==> src/rtl/system_peripheral_pkg.sv <==
// Register map, CTRL field layout and boot FSM encoding for the system peripherals.
// Bus addresses are word indices into the register map.
package SystemPeripheral_Pkg;

    localparam int REG_AW = 8;

    typedef struct packed {
        logic [REG_AW-1:0] raddr;
        logic [REG_AW-1:0] waddr;
        logic [31:0]       wdata;
    } sys_peripheral_t;

    localparam logic [REG_AW-1:0] REG_CTRL     = 8'd0;
    localparam logic [REG_AW-1:0] REG_STR_ADDR = 8'd1;
    localparam logic [REG_AW-1:0] REG_STR_DATA = 8'd2;
    localparam logic [REG_AW-1:0] REG_TIMEOUT  = 8'd3;

    localparam int CTRL_DL_BIT    = 0;
    localparam int CTRL_RUN_BIT   = 1;
    localparam int CTRL_STATE_LSB = 2;
    localparam int CTRL_ERR_BIT   = 4;
    localparam int CTRL_IMG_LSB   = 8;

    typedef enum logic [1:0] {
        BOOT  = 2'd0,
        ARMED = 2'd1,
        RUN   = 2'd2
    } boot_state_e;

endpackage

==> src/rtl/utils_pkg.sv <==
// Shared bus helper types used across the peripheral slice.
// Each peripheral gets one read strobe and one write strobe.
package Utils_Pkg;

    typedef struct packed {
        logic ren;
        logic wen;
    } sel_t;

endpackage

==> src/rtl/boot_str_rom.sv <==
// Asynchronous-read byte ROM holding the boot banner string.
// Contents arrive as one packed image, byte i at bits [8*i +: 8].
module boot_str_rom #(
    parameter int                     STR_DEPTH  = 64,
    parameter logic [8*STR_DEPTH-1:0] INIT_IMAGE = '0
) (
    input  logic [$clog2(STR_DEPTH)-1:0] addr,
    output logic [7:0]                   data
);

    logic [7:0] rom [STR_DEPTH];

    genvar gi;
    generate
        for (gi = 0; gi < STR_DEPTH; gi++) begin : g_rom
            assign rom[gi] = INIT_IMAGE[gi*8 +: 8];
        end
    endgenerate

    assign data = rom[addr];

endmodule

==> src/rtl/harvard_boot_ctrl.sv <==
// Boot controller: runs image 0 (bootloader) until a keyed CTRL write or the
// auto-boot timer selects an application image, then switches the instruction mux.
module harvard_boot_ctrl
    import Utils_Pkg::*;
    import SystemPeripheral_Pkg::*;
#(
    parameter int                     NUM_IMAGES     = 2,
    parameter int                     STR_DEPTH      = 64,
    parameter logic [7:0]             BOOT_KEY       = 8'hF0,
    parameter int                     ARM_DELAY      = 1,
    parameter logic [31:0]            TIMEOUT_CYCLES = 32'd50_000_000,
    parameter int                     DEFAULT_IMAGE  = 1,
    parameter logic [8*STR_DEPTH-1:0] STR_INIT       = '0
) (
    input  logic                         hb_clk,
    input  logic                         rst_sync,
    input  logic [NUM_IMAGES-1:0][31:0]  image_instruction,
    output logic [31:0]                  instruction,
    input  sys_peripheral_t              sys_share,
    input  sel_t                         sel,
    output logic [31:0]                  rdata,
    input  logic                         download_mode,
    output logic                         run_mode
);

    localparam int              STR_AW   = $clog2(STR_DEPTH);
    localparam int              IMG_W    = $clog2(NUM_IMAGES);
    localparam logic [IMG_W-1:0] DEF_IMG = IMG_W'(DEFAULT_IMAGE);
    localparam logic [3:0]      ARM_LAST = 4'(ARM_DELAY - 1);

    boot_state_e       state_q, state_d;
    logic [IMG_W-1:0]  img_q, img_d;
    logic              err_q, err_d;
    logic [31:0]       cnt_q, cnt_d;
    logic [3:0]        arm_q, arm_d;
    logic [STR_AW-1:0] str_q, str_d;
    logic [31:0]       rdata_q, rdata_d;

    logic              ctrl_wr, key_wr, img_ok, auto_boot, str_wr, str_rd;
    logic [7:0]        req_img;
    logic [STR_AW-1:0] rom_addr;
    logic [7:0]        rom_data;
    logic [31:0]       ctrl_word;
    logic              unused_wdata;

    assign ctrl_wr   = sel.wen && (sys_share.waddr == REG_CTRL);
    assign key_wr    = ctrl_wr && (sys_share.wdata[7:0] == BOOT_KEY) && (state_q == BOOT);
    assign req_img   = sys_share.wdata[15:8];
    assign img_ok    = (req_img != 8'd0) && ({24'd0, req_img} < 32'(NUM_IMAGES));
    // Auto-boot is judged on the counter alone so a same-cycle key write can still win.
    assign auto_boot = (state_q == BOOT) && !download_mode && (TIMEOUT_CYCLES != 32'd0)
                       && (cnt_q == 32'd1);

    assign str_wr    = sel.wen && (sys_share.waddr == REG_STR_ADDR);
    assign str_rd    = sel.ren && (sys_share.raddr == REG_STR_DATA);
    assign rom_addr  = str_wr ? sys_share.wdata[STR_AW-1:0] : str_q;
    assign unused_wdata = ^sys_share.wdata[31:16];

    boot_str_rom #(
        .STR_DEPTH  (STR_DEPTH),
        .INIT_IMAGE (STR_INIT)
    ) u_str_rom (
        .addr (rom_addr),
        .data (rom_data)
    );

    always_comb begin
        state_d = state_q;
        img_d   = img_q;
        err_d   = err_q;
        arm_d   = arm_q;
        cnt_d   = cnt_q;
        case (state_q)
            BOOT: begin
                if (key_wr && img_ok) begin
                    state_d = ARMED;
                    img_d   = req_img[IMG_W-1:0];
                    arm_d   = ARM_LAST;
                end else if (auto_boot) begin
                    state_d = ARMED;
                    img_d   = DEF_IMG;
                    arm_d   = ARM_LAST;
                end
                if (key_wr && !img_ok) begin
                    err_d = 1'b1;
                end
                if (download_mode || ctrl_wr) begin
                    cnt_d = TIMEOUT_CYCLES;
                end else if (TIMEOUT_CYCLES != 32'd0) begin
                    cnt_d = cnt_q - 32'd1;
                end
            end
            ARMED: begin
                if (arm_q == 4'd0) begin
                    state_d = RUN;
                end else begin
                    arm_d = arm_q - 4'd1;
                end
            end
            default: ;
        endcase
    end

    always_comb begin
        ctrl_word                          = '0;
        ctrl_word[CTRL_IMG_LSB +: 8]       = 8'(img_q);
        ctrl_word[CTRL_ERR_BIT]            = err_q;
        ctrl_word[CTRL_STATE_LSB +: 2]     = state_q;
        ctrl_word[CTRL_RUN_BIT]            = run_mode;
        ctrl_word[CTRL_DL_BIT]             = download_mode;

        str_d   = str_q;
        rdata_d = rdata_q;
        if (str_rd) begin
            str_d = rom_addr + 1'b1;
        end else if (str_wr) begin
            str_d = sys_share.wdata[STR_AW-1:0];
        end
        if (sel.ren) begin
            case (sys_share.raddr)
                REG_CTRL:     rdata_d = ctrl_word;
                REG_STR_ADDR: rdata_d = 32'(str_q);
                REG_STR_DATA: rdata_d = {24'd0, rom_data};
                REG_TIMEOUT:  rdata_d = cnt_q;
                default:      rdata_d = '0;
            endcase
        end
    end

    always_ff @(posedge hb_clk or posedge rst_sync) begin
        if (rst_sync) begin
            state_q <= BOOT;
            img_q   <= '0;
            err_q   <= 1'b0;
            arm_q   <= '0;
            cnt_q   <= TIMEOUT_CYCLES;
            str_q   <= '0;
            rdata_q <= '0;
        end else begin
            state_q <= state_d;
            img_q   <= img_d;
            err_q   <= err_d;
            arm_q   <= arm_d;
            cnt_q   <= cnt_d;
            str_q   <= str_d;
            rdata_q <= rdata_d;
        end
    end

    assign run_mode    = (state_q == RUN);
    assign instruction = run_mode ? image_instruction[img_q] : image_instruction[0];
    assign rdata       = rdata_q;

endmodule
==> config.mk <==
export PLATFORM = sky130hd
export DESIGN_NAME = harvard_boot_ctrl
export DESIGN_NICKNAME = d
export VERILOG_FILES = /design/src/rtl/system_peripheral_pkg.sv /design/src/rtl/utils_pkg.sv /design/src/rtl/boot_str_rom.sv /design/src/rtl/harvard_boot_ctrl.sv
export SDC_FILE = /design/constraint.sdc
export NUM_CORES = 1
export LEC_CHECK = 0
export CAP_MARGIN = 15
export CORE_ASPECT_RATIO = 0.5
export CORE_MARGIN = 2
export CORE_UTILIZATION = 43
export DETAILED_ROUTE_END_ITERATION = 12
export GPL_TIMING_DRIVEN = 0
export PLACE_DENSITY = 0.89
export SLEW_MARGIN = 20
export SYNTH_ARGS = -nofsm -noshare
export SYNTH_HDL_FRONTEND = slang
export SYNTH_SLANG_ARGS = --single-unit
==> constraint.sdc <==
create_clock -name hb_clk -period 2.65 [get_ports hb_clk]
set_input_delay 0.265 -clock hb_clk [delete_from_list [all_inputs] [get_ports hb_clk]]
set_output_delay 0.265 -clock hb_clk [all_outputs]
set_load 0.05 [all_outputs]
==> impl_metrics.env <==
export IMPL_status="finished, final reports clean"
export IMPL_n_antenna_cell=0
export IMPL_syn_to_final_growth_pct=46.8
export IMPL_grt_pass1_wl_um=19200
export IMPL_path_max_fanout=7
export IMPL_critPathBufInv=2
export IMPL_setup_violations=0
export IMPL_synth_top_family_by_area="simple AND/OR/NAND/NOR gates"
export IMPL_max_stage_delay_ns=0.49
export IMPL_gr_usage_met3=0.0612
export IMPL_async_flop_share=1.00
export IMPL_vdd_drop_max_mv=0.243
export IMPL_gp_congestion=0.816
export IMPL_synth_top_area_frac=0.381
export IMPL_worstSetupStartpointType="register"
export IMPL_r2r_slack_ns=0.11
export IMPL_cts_sinks=78
export IMPL_placement_io_buffers=162
export IMPL_clock_fmax_mhz=393
export IMPL_slew_violations=0
export IMPL_yosys_cell_types_count=50
export IMPL_cts_htree_levels=3
export IMPL_crit_top_cell="or3_1"
export IMPL_pwr_density_cell_nw_per_um2=464
export IMPL_vias=3962
export IMPL_gr_usage_met2=0.418
export IMPL_hp_class="primary input to async pin"
export IMPL_cp_arrival_ns=2.80
export IMPL_cts_setup_buffers=0
export IMPL_final_common_cell="clkdlybuf4s50_1"
export IMPL_numCtsBuffers=9
export IMPL_fin_nets=751
export IMPL_r2r_end="cnt_q[12]"
export IMPL_ant_nets=0
export IMPL_worst_hold_slack_ns=0.216
export IMPL_synth_compound_area_frac=0.0747
export IMPL_path_delay_family="simple AND/OR/NAND/NOR gates"
export IMPL_leakagePower_uw=0.00255
export IMPL_seq_area_frac_synth=0.453
export IMPL_grtUsageTotal=0.223
export IMPL_rr_worst_depth=8
export IMPL_synth_flop_cell="dfrtp_1"
export IMPL_fill_cells=759
export IMPL_ys_warn_count=0
export IMPL_wl_per_cell_um=15.6
export IMPL_clock_path_buffers=2
export IMPL_die_w_um=146
export IMPL_dpl_hpwl_um=9100
export IMPL_cts_tree="done"
export IMPL_cp_depth=8
export IMPL_crit_path_start="cnt_q[0]"
export IMPL_muxShareOfSynthArea=0.119
export IMPL_antenna_found_initial=0
export IMPL_clkTransAtPathRegs_ns=0.06
export IMPL_fin_crit_ns=2.54
export IMPL_timing_rr_start="cnt_q[0]"
export IMPL_busiest_layer="met2"
export IMPL_crit_required_ns=2.90
export IMPL_final_layout_size_suffix_gt1_frac=0.191
export IMPL_wl_um=12000
export IMPL_hold_viol_final=0
export IMPL_rows=25
export IMPL_final_cell_mix="clkdlybuf4s50_1, dfrtp_1, nand2_1"
export IMPL_slew_headroom=0.440
export IMPL_pre_cts_ws_ns=-0.246
export IMPL_cp_slowest_cell="or4b_4"
export IMPL_crit_path_end="cnt_q[12]"
export IMPL_synth_simple_area_share=0.216
export IMPL_grt_start_max_net_pins=62
export IMPL_tightest_slew_ns=0.833
export IMPL_crit_chain="inv_1 > ha_2 > or4b_4 > or3_1 > buf_2 > or3_1 > o31ai_1 > o211ai_1"
export IMPL_vias_per_cell=5.15
export IMPL_synth_fp_nets=578
export IMPL_syn_instance_count=456
export IMPL_clockRootBuffer="clkbuf_16"
export IMPL_core_um2=9630
export IMPL_grt_overflow_total=0
export IMPL_synthAdderAreaFrac=0.0144
export IMPL_met1_usage=0.252
export IMPL_end_kind="register"
export IMPL_start_util=0.450
export IMPL_cts_hold_fix_buffers=0
export IMPL_max_cap_violations=0
export IMPL_die_area_um2=11000
export IMPL_synth_edf_count=0
export IMPL_post_route_period_util=0.960
export IMPL_fin_ws_ns=0.107
export IMPL_multi_input_area_um2=2130
export IMPL_ios=182
export IMPL_synth_xor_area_share=0.0646
export IMPL_drc=0
export IMPL_dr_pass1_iters=4
export IMPL_yosysTopAreaCell="dfrtp_1"
export IMPL_path_class="register to register"
export IMPL_ys_seq_elements=78
export IMPL_synthTopCellsByArea="dfrtp_1, mux2_2, dfstp_2, xnor2_1, nand2_1"
export IMPL_fin_skew_ns=0.00603
export IMPL_clk_latency_ns=0.34
export IMPL_grt_pass1_vias=4040
export IMPL_synth_area_per_cell_um2=9.52
export IMPL_regArea_um2=1970
export IMPL_synth_area_um2=4340
export IMPL_drt_iter0_markers=258
export IMPL_fp_dieH_um=75.0
[worst min-delay path by stage]
| stage | cells after the start | endpoint | start |
|---|---|---|---|
| global placement | 1 | err_q | err_q |
| CTS | 2 | rdata[31] | rst_sync |
| floorplan | 1 | err_q | err_q |
| finish | 2 | rdata[31] | rst_sync |
| global route | 2 | state_q[1] | rst_sync |
| detailed placement | 1 | err_q | err_q |
[layer usage]
metal  vias to the layer above  wire [um]
met5                         -          0
met1                      1892       4810
met4                         0        229
met3                        26        751
li1                       1906          -
met2                       138       6230
[flip-flops by register name (all words and copies together) (netlist names)]
name,count
img_q,1
rdata,32
str_q,6
cnt_q,32
err_q,1
state_q,2
arm_q,4
[per-stage QoR]
step / cell area [um2] / utilization / instances / TNS [ns] / power [uW]
after floorplan: 4340 / - / 456 / 0 / 1600
after global placement: 6130 / 0.636 / 753 / -56.29 / 1840
after detailed placement: 6160 / 0.639 / 754 / -5.83 / 1870
after CTS: 6440 / 0.668 / 769 / 0 / 2980
after global routing: 6370 / 0.661 / 769 / -0.0238 / 3060
final: 6370 / 0.661 / 769 / 0 / 2960
[cell usage after synthesis (4+ instances only)]
cell	n
xnor2_1	27
dfstp_2	12
o21ai_0	19
nand4_1	7
or3_1	9
nor2_1	35
o21ai_1	13
o22ai_1	7
ha_1	5
nand2_1	56
mux2i_1	10
a21oi_1	5
nor3_1	15
mux2_2	37
nor4_1	13
clkbuf_1	14
dfrtp_1	66
inv_1	43
xor2_1	5
nor4_2	4
nand3b_1	4
nand3_1	8
[area by class of cell]
class,count,share of cell area
Sequential cell,78,0.309
Timing Repair Buffer,163,0.248
Buffer,19,0.0143
Tap cell,135,0.0265
Clock inverter,6,0.00609
Clock buffer,10,0.0359
Multi-Input combinational cell,315,0.335
Inverter,43,0.0257
[cell families (layout without fill, tap and decap cells)]
group,after synthesis,count (layout)
simple gates,175,175
flops,78,78
buf+inv,63,241
compound gates,56,56
mux,47,47
xor+xnor,32,32
fa+ha+maj,5,5
[where the power goes]
| part | leakage [uW] | internal, uW | switching (uW) | total (uW) |
|---|---|---|---|---|
| sequential | 0.00102 | 1230 | 52.9 | 1290 |
| clock | 0.000128 | 630 | 491 | 1120 |
| combinational | 0.00141 | 258 | 292 | 550 |
| total | 0.00255 | 2120 | 836 | 2960 |
[repair_timing]
action | 4_1_cts | 5_1_grt
endpoints found under the setup margin | 32 | 19
gates cloned | 0 | 0
gates resized for setup | 75 | 23
Power figures use the tool's default switching activity.
==> variant, RTL diff (same flow settings) <==
The package constant `CTRL_IMG_LSB` goes from 8 to 4.
--- a/src/rtl/system_peripheral_pkg.sv
+++ b/src/rtl/system_peripheral_pkg.sv
@@ -19,7 +19,7 @@
     localparam int CTRL_RUN_BIT   = 1;
     localparam int CTRL_STATE_LSB = 2;
     localparam int CTRL_ERR_BIT   = 4;
-    localparam int CTRL_IMG_LSB   = 8;
+    localparam int CTRL_IMG_LSB   = 4;
 
     typedef enum logic [1:0] {
         BOOT  = 2'd0,
Formal check against the unedited RTL: not equivalent (a bounded check fails within 4 cycles, from zero or initial values and one cycle with rst_sync high).
==> variant against the original RTL <==
- first-iteration DRC count down 29%
- synthesized cell count down 2.6%
- final area down 1.5%
- routed wire length up 4.3%
- area after synthesis down 1.5%
- worst setup slack worse by 0.025 ns
- worst hold slack better by 0.083 ns
- sequential cell count unchanged
- total power about the same
- largest power group unchanged
==> variant: results (changes against the original RTL) <==
Clock tree
  – Clock Pin Slew Worst Setup and Hold Paths: 0.06 ns (about the same)
  – Clock root cell: clkbuf_16
  – CTS Buf Count: 9 (unchanged)
  – H-tree level count: 3 (unchanged)
  – CTS Buffer Depth: 2 (unchanged)
  – Clk Latency, worst-skew pair: 0.34 ns (about the same)

Place
  – DP Area: 6120 um^2 (-0.59%)
  – Hpwl dp: 9480 um (+4.1%)
  – # port buffers: 165 (+1.9%)
  – RD Place Congestion: 0.885 (+8.5%)

Global routing
  – Vias in the first global route: 3863 (-4.4%)
  – First-pass GRT wire length: 19600 um (+1.9%)
  – Gr usage total: 23.0% (+0.68 points)
  – Initial antenna violation count: 0 (unchanged)
  – Largest net degree at the start of global routing: 46 (-26%)

Power and ir drop
  – Worst-case vdd ir drop: 0.356 mV (+47%)
  – Leakage power: 2.55 nW (-0.27%)

Routing
  – DR pass1 iterations: 4 (unchanged)
  – Via Count: 3996 (+0.86%)
  – Avg WL per Cell: 16.5 um (+5.3%)
  – 1st-iter DRT viols: 182 (-29%)

Finish
  – Final nets: 744 (-0.93%)
  – Antenna Diode Count: 0 (unchanged)
  – Layout cells sized above 1: 18.3% (-0.74 points)
  – Fillers: 753 (-0.79%)

Timing
  – Setup skew after layout: 0.0113 ns (+0.00527 ns)
  – Worst relative slew slack: 48.8% (+4.8 points)
  – Setup TNS: 0 ns (unchanged)

Logic synthesis
  – Synth Warn #: 0 (unchanged)
  – Xor and xnor area share after synthesis: 5.94% (-0.51 points)
  – Post-synth cell types: 51 (+2.0%)
  – Mapped Nets: 566 (-2.1%)
  – Sequential-to-total area share from yosys stat: 46.0% (+0.70 points)
  – Complex-gate fraction of the synthesized area: 9.28% (+1.8 points)
  – Synth Area in Adders: 1.46% (+0.022 points)
  – Synth area leaders: dfrtp_1 39%, mux2_2 9.5%, dfstp_2 7.4%
  – Ys async rst share: 100% (unchanged)
  – Commonest cells in the netlist: 66 x dfrtp_1, 53 x nand2_1, 39 x inv_1, 36 x mux2_2, 35 x nor2_1
  – Mux cell area share after synthesis: 11.6% (-0.31 points)

Hold path
  – Hold/Removal Path Class: input port to async pin

Setup path
  – CP Max Fanout: 9 (+2)
  – RR Startpoint: cnt_q[2]
  – Crit. Startpoint: sys_share[39]
  – CP arrival: 2.79 ns (about the same)

Status
  – Status: finished, final reports clean
-- variant: changes by cell type in the layout (fill, tap and decap cells not counted), sizes merged, moves of 3 or more --
cell	change
clkbuf	+16
clkdlybuf4s15	-13
nor3	-7
or3	-5
inv	-4
clkdlybuf4s50	+3
nand2	-3
nand2b	+3
nand3b	-3
nand4b	+3
or4	+3
xnor2	-3
-- variant: path summary, 6_finish.rpt --
check	slack (ns)	end	cells past startpoint
max in group asynchronous	1.71	cnt_q[25]	3
worst min register to register	0.48	img_q	1
worst min-delay path	0.30	str_q[0]	2
worst max-delay path	0.08	str_q[4]	10
worst max register to register	0.12	cnt_q[28]	6
min in group hb_clk	0.48	img_q	1
-- variant: area by class of cell --
cell class | instances | area, um^2 | share of cell area, %
repair buffers | 167 | 1540 | 24.6
flip-flops and latches | 78 | 1970 | 31.3
well taps | 135 | 169 | 2.69
inverters | 39 | 149 | 2.37
clock inverters | 5 | 37.5 | 0.598
multi-input cells | 308 | 2100 | 33.5
clock buffers | 11 | 233 | 3.71
plain buffers | 19 | 81.3 | 1.30
-- variant: worst max-delay path, stage by stage --
cell             delay, ns
clkdlybuf4s50_1       0.43
or4b_4                0.54
or3_1                 0.37
clkbuf_4              0.20
mux2_2                0.26
ha_1                  0.15
nand4_1               0.15
nor2_1                0.21
xnor2_1               0.13
mux2i_1               0.08
-- variant: what timing repair did --
action,4_1_cts,5_1_grt
pin swaps,0,1
gates cloned,0,0
setup buffers,0,1
setup endpoints to repair,30,54
hold buffers,0,0
gates resized for setup,33,68
-- variant: cells by family (layout without fill, tap and decap cells) --
family,after synthesis,after routing
adder cells (fa/ha/maj),5,5
AO/OA/AOI/OAI,64,64
XOR/XNOR,29,29
multiplexers,45,45
AND/OR/NAND/NOR,165,165
buffers and inverters,58,241
flip-flops,78,78
-- variant: per-stage QoR --
step	instances	worst slack [ns]
after floorplan	444	0.171
after global placement	744	-0.861
after detailed placement	745	-0.274
after CTS	761	0.00870
after global routing	762	0.00860
final	762	0.0818
-- variant: layer usage --
| metal | global-route usage (%) | share of wire [%] |
|---|---|---|
| met1 | 27.4 | 41 |
| met2 | 41.6 | 51 |
| met3 | 6.01 | 5.9 |
| met4 | 8.03 | 2.1 |
| met5 | 0 | 0 |
-- variant: where the power goes --
part | switching [mW] | internal (mW)
Combinational | 0.290 | 0.254
Sequential | 0.0580 | 1.23
Clock | 0.489 | 0.636
